===== config.mk =====
export PLATFORM = sky130hd
export DESIGN_NAME = seg7_scan_ctrl
export DESIGN_NICKNAME = d
export VERILOG_FILES = /design/src/rtl/seg7_scan_ctrl.sv
export SDC_FILE = /design/constraint.sdc
export NUM_CORES = 1
export LEC_CHECK = 0
export CAP_MARGIN = 0
export CORE_UTILIZATION = 45
export DETAILED_ROUTE_END_ITERATION = 8
export PLACE_DENSITY_LB_ADDON = 0.1
export SETUP_SLACK_MARGIN = 0.1
export SLEW_MARGIN = 0
export SYNTH_ARGS = -nofsm -noshare
export SYNTH_HDL_FRONTEND = slang
export SYNTH_SLANG_ARGS = --single-unit

===== constraint.sdc =====
create_clock -name CLK -period 7.1 [get_ports CLK]
set_clock_uncertainty 0.1 [all_clocks]
set_input_delay 0.71 -clock CLK [delete_from_list [all_inputs] [get_ports CLK]]
set_output_delay 0.71 -clock CLK [all_outputs]
set_load 0.05 [all_outputs]

===== src/rtl/seg7_scan_ctrl.sv =====
// Four-digit common-anode 7-segment scan controller: handshake load, sequential
// binary-to-BCD conversion, frame-aligned commit and blanked digit multiplexing.
module seg7_scan_ctrl #(
  parameter int unsigned DIGIT_CYCLES = 4000,
  parameter int unsigned BLANK_CYCLES = 200
) (
  input  logic        CLK,
  input  logic        RST,
  input  logic [13:0] VALUE,
  input  logic        VALUE_VLD,
  output logic        VALUE_RDY,
  input  logic [3:0]  DP,
  input  logic        LZ_BLANK,
  output logic [7:0]  SEG,
  output logic [3:0]  DIG,
  output logic        OVF
);
  localparam int unsigned BIN_W      = 14;
  localparam int unsigned BCD_DIGITS = 5;
  localparam int unsigned BCD_W      = 4 * BCD_DIGITS;
  localparam int unsigned ITER_W     = 4;
  localparam int unsigned MAX_CYCLES = (DIGIT_CYCLES > BLANK_CYCLES) ? DIGIT_CYCLES : BLANK_CYCLES;
  localparam int unsigned CNT_W      = $clog2(MAX_CYCLES + 1);
  localparam logic [CNT_W-1:0]  DIGIT_LAST = CNT_W'(DIGIT_CYCLES - 1);
  localparam logic [CNT_W-1:0]  BLANK_LAST = CNT_W'((BLANK_CYCLES == 0) ? 0 : BLANK_CYCLES - 1);
  localparam logic [ITER_W-1:0] ITER_LAST  = ITER_W'(BIN_W - 1);

  typedef enum logic {PH_BLANK, PH_ON} phase_e;
  typedef enum logic [1:0] {LD_IDLE, LD_CONV, LD_WAIT} load_e;

  phase_e             phase_q, phase_d;
  logic [CNT_W-1:0]   cnt_q, cnt_d;
  logic [1:0]         idx_q, idx_d;
  load_e              load_q, load_d;
  logic [ITER_W-1:0]  iter_q, iter_d;
  logic [BIN_W-1:0]   bin_q, bin_d;
  logic [BCD_W-1:0]   bcd_q, bcd_d;
  logic [3:0]         pend_dp_q, pend_dp_d;
  logic               pend_lz_q, pend_lz_d;
  logic [15:0]        com_bcd_q, com_bcd_d;
  logic [3:0]         com_dp_q, com_dp_d;
  logic               com_lz_q, com_lz_d;
  logic               com_ovf_q, com_ovf_d;
  logic [3:0]         dig_q, dig_d;
  logic [7:0]         seg_q, seg_d;
  logic               rdy_q, rdy_d;
  logic               frame_start_c;
  logic [BCD_W+BIN_W-1:0] shifted_c;

  // Add 3 to every BCD nibble that is 5 or more before the next shift.
  function automatic logic [BCD_W-1:0] bcd_adjust(input logic [BCD_W-1:0] bcd);
    logic [BCD_W-1:0] res;
    res = bcd;
    for (int unsigned n = 0; n < BCD_DIGITS; n++) begin
      if (res[4*n +: 4] >= 4'd5) res[4*n +: 4] = res[4*n +: 4] + 4'd3;
    end
    return res;
  endfunction

  function automatic logic [7:0] seg_pattern(input logic [1:0] idx, input logic [15:0] bcd,
                                             input logic [3:0] dp, input logic lz, input logic ovf);
    logic [3:0] digit;
    logic       blank;
    logic [7:0] pat;
    case (idx)
      2'd0:    digit = bcd[15:12];
      2'd1:    digit = bcd[11:8];
      2'd2:    digit = bcd[7:4];
      default: digit = bcd[3:0];
    endcase
    blank = lz && (idx != 2'd3) && (bcd[15:12] == 4'd0)
         && ((idx == 2'd0) || (bcd[11:8] == 4'd0))
         && ((idx <= 2'd1) || (bcd[7:4] == 4'd0));
    case (digit)
      4'd0:    pat = 8'hC0;
      4'd1:    pat = 8'hF9;
      4'd2:    pat = 8'hA4;
      4'd3:    pat = 8'hB0;
      4'd4:    pat = 8'h99;
      4'd5:    pat = 8'h92;
      4'd6:    pat = 8'h82;
      4'd7:    pat = 8'hF8;
      4'd8:    pat = 8'h80;
      4'd9:    pat = 8'h90;
      default: pat = 8'hFF;
    endcase
    if (ovf)        pat = 8'hBF;
    else if (blank) pat = 8'hFF;
    if (dp[idx]) pat[7] = 1'b0;
    return pat;
  endfunction

  // Edge that leaves the last ON phase of digit 3 is the start of the next frame.
  assign frame_start_c = (phase_q == PH_ON) && (cnt_q == DIGIT_LAST) && (idx_q == 2'd3);
  assign shifted_c     = {bcd_adjust(bcd_q), bin_q} << 1;

  always_comb begin
    phase_d   = phase_q;
    cnt_d     = cnt_q;
    idx_d     = idx_q;
    load_d    = load_q;
    iter_d    = iter_q;
    bin_d     = bin_q;
    bcd_d     = bcd_q;
    pend_dp_d = pend_dp_q;
    pend_lz_d = pend_lz_q;
    com_bcd_d = com_bcd_q;
    com_dp_d  = com_dp_q;
    com_lz_d  = com_lz_q;
    com_ovf_d = com_ovf_q;

    if (phase_q == PH_ON) begin
      if (cnt_q == DIGIT_LAST) begin
        cnt_d   = '0;
        idx_d   = idx_q + 2'd1;
        phase_d = (BLANK_CYCLES == 0) ? PH_ON : PH_BLANK;
      end else begin
        cnt_d = cnt_q + CNT_W'(1);
      end
    end else begin
      if ((BLANK_CYCLES == 0) || (cnt_q == BLANK_LAST)) begin
        cnt_d   = '0;
        phase_d = PH_ON;
      end else begin
        cnt_d = cnt_q + CNT_W'(1);
      end
    end

    case (load_q)
      LD_IDLE: begin
        if (VALUE_VLD && rdy_q) begin
          bin_d     = VALUE;
          bcd_d     = '0;
          iter_d    = '0;
          pend_dp_d = DP;
          pend_lz_d = LZ_BLANK;
          load_d    = LD_CONV;
        end
      end
      LD_CONV: begin
        bcd_d  = shifted_c[BIN_W +: BCD_W];
        bin_d  = shifted_c[BIN_W-1:0];
        iter_d = iter_q + ITER_W'(1);
        if (iter_q == ITER_LAST) load_d = LD_WAIT;
      end
      LD_WAIT: begin
        if (frame_start_c) begin
          com_bcd_d = bcd_q[15:0];
          com_dp_d  = pend_dp_q;
          com_lz_d  = pend_lz_q;
          com_ovf_d = |bcd_q[BCD_W-1:16];
          load_d    = LD_IDLE;
        end
      end
      default: load_d = LD_IDLE;
    endcase

    // Outputs follow the next state so a commit shows from the phase it coincides with.
    dig_d = (phase_d == PH_ON) ? (4'b0001 << idx_d) : 4'b0000;
    seg_d = (phase_d == PH_ON) ? seg_pattern(idx_d, com_bcd_d, com_dp_d, com_lz_d, com_ovf_d)
                               : 8'hFF;
    rdy_d = (load_d == LD_IDLE);
  end

  always_ff @(posedge CLK) begin
    if (RST) begin
      phase_q   <= PH_BLANK;
      cnt_q     <= '0;
      idx_q     <= '0;
      load_q    <= LD_IDLE;
      iter_q    <= '0;
      bin_q     <= '0;
      bcd_q     <= '0;
      pend_dp_q <= '0;
      pend_lz_q <= 1'b0;
      com_bcd_q <= '0;
      com_dp_q  <= '0;
      com_lz_q  <= 1'b0;
      com_ovf_q <= 1'b0;
      dig_q     <= 4'b0000;
      seg_q     <= 8'hFF;
      rdy_q     <= 1'b0;
    end else begin
      phase_q   <= phase_d;
      cnt_q     <= cnt_d;
      idx_q     <= idx_d;
      load_q    <= load_d;
      iter_q    <= iter_d;
      bin_q     <= bin_d;
      bcd_q     <= bcd_d;
      pend_dp_q <= pend_dp_d;
      pend_lz_q <= pend_lz_d;
      com_bcd_q <= com_bcd_d;
      com_dp_q  <= com_dp_d;
      com_lz_q  <= com_lz_d;
      com_ovf_q <= com_ovf_d;
      dig_q     <= dig_d;
      seg_q     <= seg_d;
      rdy_q     <= rdy_d;
    end
  end

  assign VALUE_RDY = rdy_q;
  assign SEG       = seg_q;
  assign DIG       = dig_q;
  assign OVF       = com_ovf_q;
endmodule


* Word level (Yosys, flattened, before mapping) *
Memory sizes are Yosys's and may differ from the RTL's.
Cells that the tools add are included.

operators by class
  equality and inequality tests = 10
  magnitude comparators = 7
  reduce and logical (&&, ||, !) cells = 21
  shifts and indexed selects = 1
  add/subtract/negate cells = 8
  bitwise gates (word level) = 1
  multiplexer cells = 37

operator list
  cell                                                                     number
  20-bit case mux with 2 select lines                                      1
  12-bit 2-to-1 mux                                                        3
  16-bit 2-to-1 mux                                                        2
  4-bit 2-to-1 mux                                                         7
  14-bit case mux with 2 select lines                                      1
  4-bit by 3-bit >= comparator with 1-bit output (second input constant)   5
  20-bit 2-to-1 mux                                                        1
  4-bit by 2-bit adder with 4-bit output (second input constant)           4
  8-bit 2-to-1 mux                                                         2
  14-bit 2-to-1 mux                                                        1
  12-bit by 1-bit adder with 12-bit output (second input constant)         1
  12-bit equality test (second input constant)                             1
  12-bit by 8-bit equality test with 1-bit output (second input constant)  1
  4-bit zero test                                                          3
  4-bit case mux with 3 select lines                                       1
  2-bit 2-to-1 mux                                                         5
  1-bit 2-to-1 mux                                                         9
  4-bit case mux with 2 select lines                                       1
  4-bit OR reduction                                                       2
  1-bit logical AND                                                        7
  2-bit equality test (second input constant)                              3
  2-bit zero test                                                          3
  2-bit case mux with 3 select lines                                       1
  4-bit by 1-bit adder with 4-bit output (second input constant)           1
  other kinds (15)                                                         19

storage, ports and cells
  flip-flop bits (word level) = 95
  input port bits = 22
  memory bits (read-only) = 112
  logic and storage cells = 103
  memories kept = 1

memory list
  memory            depth  bits a word  rd ports  clocked after Yosys merged registers in  wr ports  RTL line  source
  (name not given)  16     7            1         0                                        0         74        case (digit)

* Longest topological paths before layout *
Gate-level depths: netlist of the first run.

  depth in word-level cells = 12
  depth in mapped cells = 12

* Least setup slack after synthesis of the first run *
OpenSTA, ideal clock, no wires.

  kind = register to register
  from = reg cnt_q[0]
  to = reg seg_q[3], in the netlist SEG[3]
  library setup time = 0.135 ns
  slack = 4.093 ns
  stages on the path, launching flop included = 12
  period minus slack after synthesis = 3.007 ns
  arrival = 2.773 ns
  cells stage by stage = dfxtp_1 ha_1 nand4_4 or4_1 buf_2 a21boi_4 mux2_4 a211o_1 ha_1 inv_1 mux2i_1 o211ai_1

on the way
  cells in the longest elaborated chain, start to end = 10

RTL lines
  element                                                          RTL line  source
  start: declaration                                               32        logic [CNT_W-1:0] cnt_q, cnt_d;
  start signal: assignment                                         185       cnt_q <= cnt_d;
  branches (longest 10 deep; another with memory read 16 x 7 bit)  -
  end signal: assignment                                           198       seg_q <= seg_d;
  end: declaration                                                 45        logic [7:0] seg_q, seg_d;

Parallel ways; which one is timed is not known.
A chain may end at the register's enable or synchronous reset.

* Worst setup path in the final report of the first run *
  from = reg idx_q[0]
  to = reg seg_q[3], in the netlist SEG[3]

on the way
  cells in the longest elaborated chain, start to end = 9

RTL lines
  element                                                         RTL line  source
  start: declaration                                              33        logic [1:0] idx_q, idx_d;
  start signal: assignment                                        186       idx_q <= idx_d;
  branches (longest 9 deep; another with memory read 16 x 7 bit)  -

Parallel ways; which one is timed is not known.

==> results of run 1 <==
## Yosys cell counts (5+ instances only)
library cell,n
xor2_1,9
a31oi_1,6
nor3_1,14
mux2i_1,21
o21ai_0,17
ha_1,20
clkbuf_1,25
nor4_1,8
dfxtp_1,95
nand2_1,73
nand2b_1,9
xnor2_1,11
a22oi_1,13
a21oi_1,63
nand3_1,31
inv_1,22
nor2_1,53
o211ai_1,5
## layout make-up
| cell class | count | area (sq um) |
|---|---|---|
| well taps | 136 | 170 |
| repair buffers | 40 | 383 |
| clock inverters | 6 | 68.8 |
| inverters | 23 | 86.3 |
| fillers | 997 | 4910 |
| clock buffers | 9 | 124 |
| flip-flops and latches | 95 | 1900 |
| multi-input cells | 409 | 2590 |
## cell usage in the layout, fill, tap and decap left out, types with 6 or more instances in the layout
cell	Yosys	routed
a31oi_1	6	6
a22oi_1	13	13
xor2_1	9	9
nor2_1	53	53
nor4_1	8	8
ha_1	20	20
nand3_1	31	31
mux2i_1	21	21
nor3_1	14	14
clkdlybuf4s50_1	0	34
a21oi_1	63	63
o21ai_0	17	17
nand2_1	73	73
inv_1	22	22
dfxtp_1	95	95
nand2b_1	9	9
xnor2_1	11	11
clkbuf_8	0	9
## per-layer routing
layer	GRT usage (%)	part of all wire, %	routed length (um)	vias up
met5	0	0	0	-
met4	5.82	1.2	120	0
met3	4.32	4.2	427	9
met2	32.3	47	4790	70
met1	25.6	48	4840	1814
li1	-	-	-	1988
## power by group
part | switching, mW | total [mW] | internal, mW
logic | 0.0384 | 0.0619 | 0.0235
registers | 0.00665 | 0.548 | 0.542
clock network | 0.193 | 0.357 | 0.163
## cell families after synthesis
family,count (synthesis),synth area share [%]
AND/OR/NAND/NOR,217,22.6
multiplexers,27,6.91
flip-flops,95,40.2
AO/OA/AOI/OAI,125,16.3
adder cells (fa/ha/maj),20,5.30
XOR/XNOR,20,3.71
buffers and inverters,56,5.00
## sequential cells by signal, summed over array words and instances, names as in the netlist, 8 cells and up
name and count:
SEG 8, bcd_q 20, com_bcd_q 16, bin_q 14, cnt_q 12
## how the worst min path moves through the flow
stage / depth (start not counted) / endpoint / slack [ns]
6_report: 1 / cnt_q[0] / 0.35
5_1_grt: 2 / bcd_q[0] / 0.38
4_1_cts: 1 / cnt_q[0] / 0.35
3_5_place_dp: 1 / cnt_q[0] / 0.34
3_3_place_gp: 1 / cnt_q[0] / 0.32
2_1_floorplan: 1 / cnt_q[0] / 0.31
## through the flow
stage | cells | cell area [sq um] | setup WS (ns)
global route | 718 | 5320 | 3.24
finish | 718 | 5320 | 3.54
CTS | 718 | 5320 | 3.56
global placement | 703 | 5130 | 3.68
floorplan | 560 | 4730 | 4.09
detailed placement | 703 | 5130 | 3.59
==> reports/metrics.yaml, run 1 <==
route:
  ant_nets: 0
  avgViaCountPerCell: 5.41
  via_count: 3881
  wire_per_inst_um: 14.2
  routed_wl_um: 10200
  drcViolationCount: 0
  first_pass_iters: 4
  drtIter0Drc: 200
clock_network:
  cts_made_buffers: 9
  cts_hold_buffers: 0
  clk_latency_ns: 0.37
  clk_pin_slew_worst_paths_ns: 0.09
  cts_tree: "built"
  post-cts-setup-buffer-count: 0
  htreeDepth: 3
  max-clock-path-buffers: 2
  cts.sinks: 95
  cts-resized-gates: 0
  cts_root_buf: "clkbuf_8"
setup_path:
  cp_slowest_cell: "dfxtp_1"
  rrSetupSlack_ns: 3.54
  r2r-start: "idx_q[0]"
  cp_num_cells: 11
  cp-endpoint: "SEG[3]"
  r2r_cells: 11
  required_ns: 7.24
  r2r_end: "SEG[3]"
  cp-end-kind: "flop"
  path_delay_family: "flip-flops"
  path_buf_inv: 2
  max_stage_delay_ns: 0.84
  worst_ep_arrival_time_ns: 3.70
  crit_start: "idx_q[0]"
  critPathMostFrequentCell: "mux2i_1"
  worstPathCellList: "ha_1, nand4b_1, or4_4, mux2i_1, mux2i_1, a22o_1, inv_1, ha_1, inv_1, mux2i_1, o211ai_1"
  crit_type: "flop to flop"
  cp-start-kind: "flop"
  worst-path-max-fanout: 28
sta:
  finalHoldViolations: 0
  period_needed_ns: 3.56
  worstMarginPinSlew_ns: 1.03
  fmax_mhz: 281
  finalMaxSlewViolations: 0
  setup_viol: 0
  finalSetupTns_ns: 0
  period_share_pct: 50.1
  rsz0062_at_grt: "no"
  holdWs_ns: 0.347
  max_slew_margin_pct: 31.2
synthesis:
  async_reset_ff_share_pct: 0
  synth.area.top_cells: "dfxtp_1 (40%), a21oi_1 (6.7%), nand2_1 (5.8%)"
  synth-edff-count: 0
  syn_area_sq_mm: 0.00473
  syn_area_per_cell_sq_um: 8.44
  yosysTopAreaCellShare_pct: 40.2
  synth.yosys.warnings: 0
  ys_seq_area_share_pct: 40.2
  syn_nets: 602
  yosys.area.top_type: "dfxtp_1"
  synth_seq_cells: 95
  syn-instance-count: 560
  synth_ff_type: "dfxtp_1"
  yosysUniqueCellTypes: 64
floorplanning:
  floorplan.initialDensity_pct: 46.2
  rows: 37
  dieArea_sq_mm: 0.0109
  die_x_um: 104
  num_io_pins: 36
  core-area_sq_mm: 0.0102
  die_y_um: 104
cells_and_area:
  fin_util_pct: 52.0
  syn_to_final_growth_pct: 12.7
  antenna_cells: 0
  drive_gt1_share_pct: 6.87
  fin_nets: 620
grt:
  grt_pass1_wl_um: 17500
  overflow: 0
  grt_pass1_vias: 3699
  grt_max_degree: 73
  grt_antenna_before_repair: 0
  grtUsageTotal_pct: 19.6
pwr:
  max-vdd-ir-drop_mv: 0.124
  p_leak_nw: 1.91
  power_mw: 0.967
  p_per_area_mw_per_mm2: 182
hold_path:
  hp-start: "cnt_q[0]"
  holdCritPathClass: "flop to flop"
placement:
  dpl.hpwl_um: 6950
  gp_congestion: 0.792
  io_buffers: 35
outcome:
  outcome: "completed"
job:
  maxCapViolations: 0
(Power assumes the default switching activity.)
==> inputs of run 2 (changes only) <==
==> constraint.sdc (replaced) <==
create_clock -name CLK -period 3.3 [get_ports CLK]
set_clock_uncertainty 0.1 [all_clocks]
set_input_delay 0.33 -clock CLK [delete_from_list [all_inputs] [get_ports CLK]]
set_output_delay 0.33 -clock CLK [all_outputs]
set_load 0.05 [all_outputs]
==> run 2 against run 1 <==
Against the previous run: non-clock buffer count rose by 15; cell count is 2.2% higher; final area increased by 3.0%; global-route usage grew 1.3 points; wire length up 5.5%; clock-buffer cell count increased by 4; flip-flop and latch count stayed put; critical path depth shrank 1; clock power grew 140%.
==> reports/metrics.yaml, run 2 (same netlist as run 1, synthesis figures left out) <==
floorplanning:
  dieArea_sq_mm: 0.0109  # unchanged
  rows: 37  # unchanged
  die_x_um: 104  # unchanged
  core-area_sq_mm: 0.0102  # unchanged
  num_io_pins: 36  # unchanged
  floorplan.initialDensity_pct: 46.2  # unchanged
  die_y_um: 104  # unchanged
hold_path:
  min_to: "DIG[1]"  # was cnt_q[0]
  holdCritPathClass: "input pin to flop"  # was flop to flop
  hp-start: "RST"  # was cnt_q[0]
  holdPathStages: 3  # was 1
cells_and_area:
  syn_to_final_growth_pct: 16.0  # was 12.7%
  regMostFlops: "bcd_q"  # unchanged
  antenna_cells: 0  # unchanged
  drive_gt1_share_pct: 9.70  # was 6.87%
  largest_reg_flops: 20  # unchanged
  final_common_cell: "dfxtp_1"  # unchanged
  top_regs: "bcd_q: 20 flops, com_bcd_q: 16 flops, bin_q: 14 flops"  # unchanged
  final_cell_mix: "dfxtp_1 (95), nand2_1 (73), a21oi_1 (63)"  # unchanged
  fin_cells: 734  # was 718
  fin_nets: 635  # was 620
route:
  avgViaCountPerCell: 5.44  # was 5.41
  via_count: 3992  # was 3881
  ant_nets: 0  # unchanged
  first_pass_iters: 4  # unchanged
  wire_per_inst_um: 14.6  # was 14.2 um
  routed_wl_um: 10700  # was 10200 um
  drcViolationCount: 0  # unchanged
  drtIter0Drc: 181  # was 200
pwr:
  p_per_area_mw_per_mm2: 399  # was 182 mW/mm^2
  p_leak_nw: 1.99  # was 1.91 nW
  max-vdd-ir-drop_mv: 0.240  # was 0.124 mV
  power_mw: 2.19  # was 0.967 mW
  power_switching_mw: 0.501  # was 0.238 mW
  clkPwrFrac_pct: 39.8  # was 36.9%
  swShare_pct: 22.9  # was 24.6%
  power.internal_mw: 1.69  # was 0.729 mW
  combPwrFrac_pct: 6.2  # was 6.4%
  seqPwrFrac_pct: 53.9  # was 56.7%
grt:
  grt_pass1_wl_um: 18300  # was 17500 um
  grt_max_degree: 72  # was 73
  grt_antenna_before_repair: 0  # unchanged
  grt_pass1_vias: 3782  # was 3699
  overflow: 0  # unchanged
  grtUsageTotal_pct: 20.9  # was 19.6%
sta:
  max_slew_margin_pct: 33.5  # was 31.2%
  period_share_pct: 92.9  # was 50.1%
  rsz0062_at_grt: "yes"  # was no
  finalHoldViolations: 0  # unchanged
  fmax_mhz: 326  # was 281 MHz
  worstMarginPinSlew_ns: 0.998  # was 1.03 ns
  period_needed_ns: 3.07  # was 3.56 ns
  setup_viol: 0  # unchanged
  finalMaxSlewViolations: 0  # unchanged
  finalSetupTns_ns: 0  # unchanged
setup_path:
  worst-path-max-fanout: 7  # was 28
  rrSetupSlack_ns: 0.23  # was 3.54 ns
  r2r_cells: 10  # was 11
  cp-end-kind: "flop"  # unchanged
  crit_type: "flop to flop"  # unchanged
  cp-start-kind: "flop"  # unchanged
  worst_ep_arrival_time_ns: 3.21  # was 3.70 ns
  r2r_end: "SEG[3]"  # unchanged
  required_ns: 3.45  # was 7.24 ns
  r2r-start: "cnt_q[0]"  # was idx_q[0]
outcome:
  outcome: "completed"  # unchanged
placement:
  dp_cells: 716  # was 703
  io_buffers: 35  # unchanged
  gp_congestion: 0.856  # was 0.792
  dpl.hpwl_um: 7440  # was 6950 um
clock_network:
  clk_pin_slew_worst_paths_ns: 0.09  # about the same
  cts_hold_buffers: 0  # unchanged
  htreeDepth: 3  # unchanged
  clk_latency_ns: 0.37  # about the same
  max-clock-path-buffers: 2  # unchanged
  cts_root_buf: "clkbuf_8"  # unchanged
  cts_made_buffers: 9  # unchanged
  cts_tree: "built"  # unchanged
  cts.sinks: 95  # unchanged
job:
  maxCapViolations: 0  # unchanged
## run 2: changes by cell type in the layout (fill, tap and decap cells not counted), moves of 2 or more
| cell | change |
|---|---|
| inv_6 | -2 |
| clkbuf_8 | +2 |
| buf_4 | +15 |
| clkbuf_1 | +2 |
## run 2: timing repair
action,4_1_cts,5_1_grt
buffers inserted,0,2
resized for setup,0,4
endpoints found under the setup margin,1,6
pin swaps,1,1
## run 2: layer usage
| metal | up-vias | part of all wire [%] | global-route usage, % |
|---|---|---|---|
| li1 | 2017 | - | - |
| met1 | 1902 | 48 | 27.6 |
| met3 | 15 | 3.6 | 4.20 |
| met5 | - | 0 | 0 |
| met4 | 0 | 1.4 | 8.37 |
| met2 | 58 | 47 | 33.3 |
## run 2: how the worst max path moves through the flow
stage	start	endpoint	slack (ns)
floorplan	cnt_q[0]	SEG[3]	0.29
global placement	cnt_q[0]	SEG[3]	0.22
detailed placement	cnt_q[0]	SEG[3]	0.13
CTS	cnt_q[0]	SEG[3]	0.12
global route	cnt_q[0]	SEG[3]	0.07
finish	cnt_q[0]	SEG[3]	0.23
## run 2: area by class of cell
| class | instances | area, sq um |
|---|---|---|
| clock buffers | 13 | 159 |
| clock inverters | 3 | 65.1 |
| fillers | 969 | 4750 |
| inverters | 23 | 86.3 |
| multi-input cells | 409 | 2600 |
| flip-flops and latches | 95 | 1900 |
| well taps | 136 | 170 |
| repair buffers | 55 | 495 |
## run 2: power by group through the flow
| stage | logic, mW | registers [mW] | clock network, mW |
|---|---|---|---|
| after floorplan | 0.0775 | 1.21 | 0 |
| after global placement | 0.137 | 1.21 | 0 |
| after detailed placement | 0.139 | 1.21 | 0 |
| after CTS | 0.139 | 1.18 | 0.895 |
| after global routing | 0.152 | 1.18 | 0.938 |
| final | 0.137 | 1.18 | 0.871 |
## run 2: critical path: stages, from the launching register on
cell	delay [ns]
dfxtp_1	0.36
ha_2	0.25
nand4_4	0.14
or4_4	0.57
a21boi_4	0.26
mux2_4	0.32
a211o_1	0.38
ha_1	0.30
inv_1	0.04
mux2i_1	0.12
o211ai_1	0.09
## run 2: stage by stage
stage               hold WS (ns)  util [%]  setup WS [ns]  area [sq um]
floorplan                  0.313         -          0.293          4730
global route               0.378      53.6         0.0738          5480
CTS                        0.334      53.3          0.120          5450
finish                     0.332      53.6          0.235          5480
global placement           0.323      51.1          0.217          5230
detailed placement         0.332      51.1          0.133          5230
==> inputs of run 3 (changes only) <==
--- a/config.mk
+++ b/config.mk
@@ -5,8 +5,10 @@
 export SDC_FILE = /design/constraint.sdc
 export NUM_CORES = 1
 export LEC_CHECK = 0
+export ABC_AREA = 1
 export CAP_MARGIN = 0
-export CORE_UTILIZATION = 45
+export CORE_MARGIN = 2
+export CORE_UTILIZATION = 55
 export DETAILED_ROUTE_END_ITERATION = 8
 export PLACE_DENSITY_LB_ADDON = 0.1
 export SETUP_SLACK_MARGIN = 0.1
==> run 3 against run 2 <==
Against the previous run: area after synthesis down 1.1%; worst setup slack gained 0.21 ns; critical path type unchanged; synthesized cell count up 11%; clock power down 22%; power shrank 9.2%.
==> reports/metrics.yaml, run 3 <==
setup_path:
  r2r-start: "cnt_q[0]"  # unchanged
  worst_ep_arrival_time_ns: 3.00  # was 3.21 ns
  worst-path-max-fanout: 14  # was 7
  cp-end-kind: "flop"  # unchanged
  rrSetupSlack_ns: 0.44  # was 0.23 ns
  cp-start-kind: "flop"  # unchanged
  r2r_end: "SEG[6]"  # was SEG[3]
  required_ns: 3.44  # was 3.45 ns
  r2r_cells: 19  # was 10
  crit_type: "flop to flop"  # unchanged
cells_and_area:
  regMostFlops: "bcd_q"  # unchanged
  fin_cells: 760  # was 734
  fin_util_pct: 64.2  # was 53.6%
  syn_to_final_growth_pct: 12.8  # was 16.0%
  antenna_cells: 0  # unchanged
  fin_nets: 694  # was 635
  top_regs: "bcd_q: 20 flops, com_bcd_q: 16 flops, bin_q: 14 flops"  # unchanged
  drive_gt1_share_pct: 12.7  # was 9.70%
  largest_reg_flops: 20  # unchanged
  nFillCells: 774  # was 969
  final_common_cell: "nand2_1"  # was dfxtp_1
  final_cell_mix: "nand2_1 (120), dfxtp_1 (95), inv_1 (68)"  # was dfxtp_1 (95), nand2_1 (73), a21oi_1 (63)
job:
  maxCapViolations: 0  # unchanged
grt:
  overflow: 0  # unchanged
  grtUsageTotal_pct: 22.0  # was 20.9%
  grt_max_degree: 62  # was 72
  grt_pass1_wl_um: 16200  # was 18300 um
  grt_antenna_before_repair: 0  # unchanged
  grt_pass1_vias: 3692  # was 3782
route:
  via_count: 3976  # was 3992
  drcViolationCount: 0  # unchanged
  first_pass_iters: 5  # was 4
  drtIter0Drc: 136  # was 181
  routed_wl_um: 9420  # was 10700 um
  wire_per_inst_um: 12.4  # was 14.6 um
  ant_nets: 0  # unchanged
  avgViaCountPerCell: 5.23  # was 5.44
pwr:
  power.internal_mw: 1.52  # was 1.69 mW
  seqPwrFrac_pct: 59.3  # was 53.9%
  power_switching_mw: 0.463  # was 0.501 mW
  clkPwrFrac_pct: 34.1  # was 39.8%
  p_leak_nw: 2.07  # was 1.99 nW
  combPwrFrac_pct: 6.6  # was 6.2%
  p_per_area_mw_per_mm2: 377  # was 399 mW/mm^2
  swShare_pct: 23.3  # was 22.9%
  max-vdd-ir-drop_mv: 0.214  # was 0.240 mV
floorplanning:
  num_io_pins: 36  # unchanged
  floorplan.initialDensity_pct: 56.9  # was 46.2%
  die_x_um: 96.2  # was 104 um
  die_y_um: 96.2  # was 104 um
  core-area_sq_mm: 0.00822  # was 0.0102 sq mm
  rows: 33  # was 37
  dieArea_sq_mm: 0.00925  # was 0.0109 sq mm
synthesis:
  synth-xor-area-share_pct: 1.31  # was 3.71%
  synth_seq_cells: 95  # unchanged
  synth_ff_type: "dfxtp_1"  # unchanged
  ys_seq_area_share_pct: 40.7  # was 40.2%
  synth.area.top_cells: "dfxtp_1 (41%), nand2_1 (9.6%), inv_1 (5.5%)"  # was dfxtp_1 (40%), a21oi_1 (6.7%), nand2_1 (5.8%)
  synth_top_family_by_area: "simple AND/OR/NAND/NOR gates"  # unchanged
  synth_mux_area_share_pct: 0  # was 6.91%
  syn_nets: 661  # was 602
  synth.yosys.warnings: 0  # unchanged
  syn-instance-count: 619  # was 560
  yosysUniqueCellTypes: 41  # was 64
  synth-adder-area-share_pct: 5.36  # was 5.30%
  syn_area_sq_mm: 0.00467  # was 0.00473 sq mm
  synth-compound-area-share_pct: 12.5  # was 16.3%
  yosys.area.top_type: "dfxtp_1"  # unchanged
  yosysTopAreaCellShare_pct: 40.7  # was 40.2%
  syn_area_per_cell_sq_um: 7.55  # was 8.44 sq um
  synth.most_common_cell: "nand2_1"  # was dfxtp_1
  async_reset_ff_share_pct: 0  # unchanged
  yosys.area_share.simple_pct: 32.0  # was 22.6%
  synth-edff-count: 0  # unchanged
  yosys-top-cells-count: "nand2_1 (120), dfxtp_1 (95), inv_1 (68)"  # was dfxtp_1 (95), nand2_1 (73), a21oi_1 (63)
hold_path:
  hp-start: "RST"  # unchanged
  holdPathStages: 2  # was 3
  holdCritPathClass: "input pin to flop"  # unchanged
  min_to: "cnt_q[4]"  # was DIG[1]
clock_network:
  post-cts-setup-buffer-count: 0  # unchanged
  cts_tree: "built"  # unchanged
  cts_made_buffers: 9  # unchanged
  htreeDepth: 3  # unchanged
  cts_root_buf: "clkbuf_8"  # unchanged
  clk_pin_slew_worst_paths_ns: 0.08  # was 0.09 ns
  cts.sinks: 95  # unchanged
  cts-resized-gates: 0  # unchanged
  clk_latency_ns: 0.35  # was 0.37 ns
  cts_hold_buffers: 0  # unchanged
  max-clock-path-buffers: 2  # unchanged
sta:
  finalMaxSlewViolations: 0  # unchanged
  holdWs_ns: 0.167  # was 0.332 ns
  finalSetupTns_ns: 0  # unchanged
  period_share_pct: 86.7  # was 92.9%
  max_slew_margin_pct: 55.2  # was 33.5%
  worstMarginPinSlew_ns: 0.672  # was 0.998 ns
  layout_setup_ws_ns: 0.440  # was 0.235 ns
  rsz0062_at_grt: "no"  # was yes
  fmax_mhz: 350  # was 326 MHz
  finalHoldViolations: 0  # unchanged
  period_needed_ns: 2.86  # was 3.07 ns
  setup_viol: 0  # unchanged
placement:
  dpl.hpwl_um: 6940  # was 7440 um
  gp_congestion: 0.844  # was 0.856
  dp_cells: 746  # was 716
  io_buffers: 35  # unchanged
  dpl_worst_slack_ns: 0.443  # was 0.133 ns
outcome:
  outcome: "completed"  # unchanged
[run 3: worst max-delay path, cell delays in order, from the launching register on]
cell and delay (ns):
dfxtp_1 0.35, ha_1 0.19, nand2_2 0.11, nor2_8 0.16
nand2_2 0.09, nor2_4 0.11, nand4_4 0.21, inv_2 0.24
nand2_1 0.07, o21ai_0 0.11, nor2_1 0.07, nor2_1 0.29
inv_1 0.11, ha_1 0.20, inv_1 0.06, nand2_2 0.05
nand3_1 0.08, nand2_1 0.05, nand2_1 0.05, nand2_1 0.04
[run 3: cell type report]
type                       instances  area [sq um]  area share [%]
clock inverter                     1          5.00          0.0949
sequential                        95          1900            36.1
timing repair buffer              41           390            7.41
multi-input combinational        428          2390            45.4
inverter                          77           289            5.48
tap                              105           131            2.49
clock buffer                      13           159            3.01
[run 3: kinds of logic (layout without fill, tap and decap cells)]
| family | after synthesis | count (layout) |
|---|---|---|
| simple gates | 297 | 297 |
| buf+inv | 96 | 132 |
| flops | 95 | 95 |
| xor+xnor | 7 | 7 |
| compound gates | 104 | 104 |
| fa+ha+maj | 20 | 20 |
[run 3: worst max-delay path by stage]
stage	startpoint	to	slack, ns
3_5_place_dp	cnt_q[0]	SEG[6]	0.44
6_report	cnt_q[0]	SEG[6]	0.44
4_1_cts	cnt_q[0]	SEG[6]	0.42
5_1_grt	cnt_q[0]	SEG[6]	0.16
2_1_floorplan	cnt_q[0]	SEG[6]	0.83
3_3_place_gp	cnt_q[0]	SEG[6]	0.55
[run 3: layer usage]
metal / part of all wire [%] / vias to the layer above / routed length [um] / track usage, %
li1: - / 2069 / - / -
met1: 48 / 1840 / 4500 / 28.6
met2: 48 / 63 / 4550 / 37.8
met3: 3.3 / 4 / 307 / 4.46
met4: 0.61 / 0 / 57 / 4.64
met5: 0 / - / 0 / 0
[run 3: stage by stage]
step / total power, mW / instance area [sq um]
after floorplan: 1.28 / 4670
after global placement: 1.34 / 5110
after detailed placement: 1.34 / 5110
after CTS: 2.01 / 5270
after global routing: 2.08 / 5270
final: 1.99 / 5270
[run 3: power groups by stage]
stage / combinational, mW / clock (mW) / sequential [mW]
5_1_grt: 0.145 / 0.749 / 1.18
3_5_place_dp: 0.133 / 0 / 1.21
3_3_place_gp: 0.130 / 0 / 1.21
2_1_floorplan: 0.0744 / 0 / 1.21
4_1_cts: 0.133 / 0.701 / 1.18
6_report: 0.131 / 0.678 / 1.18
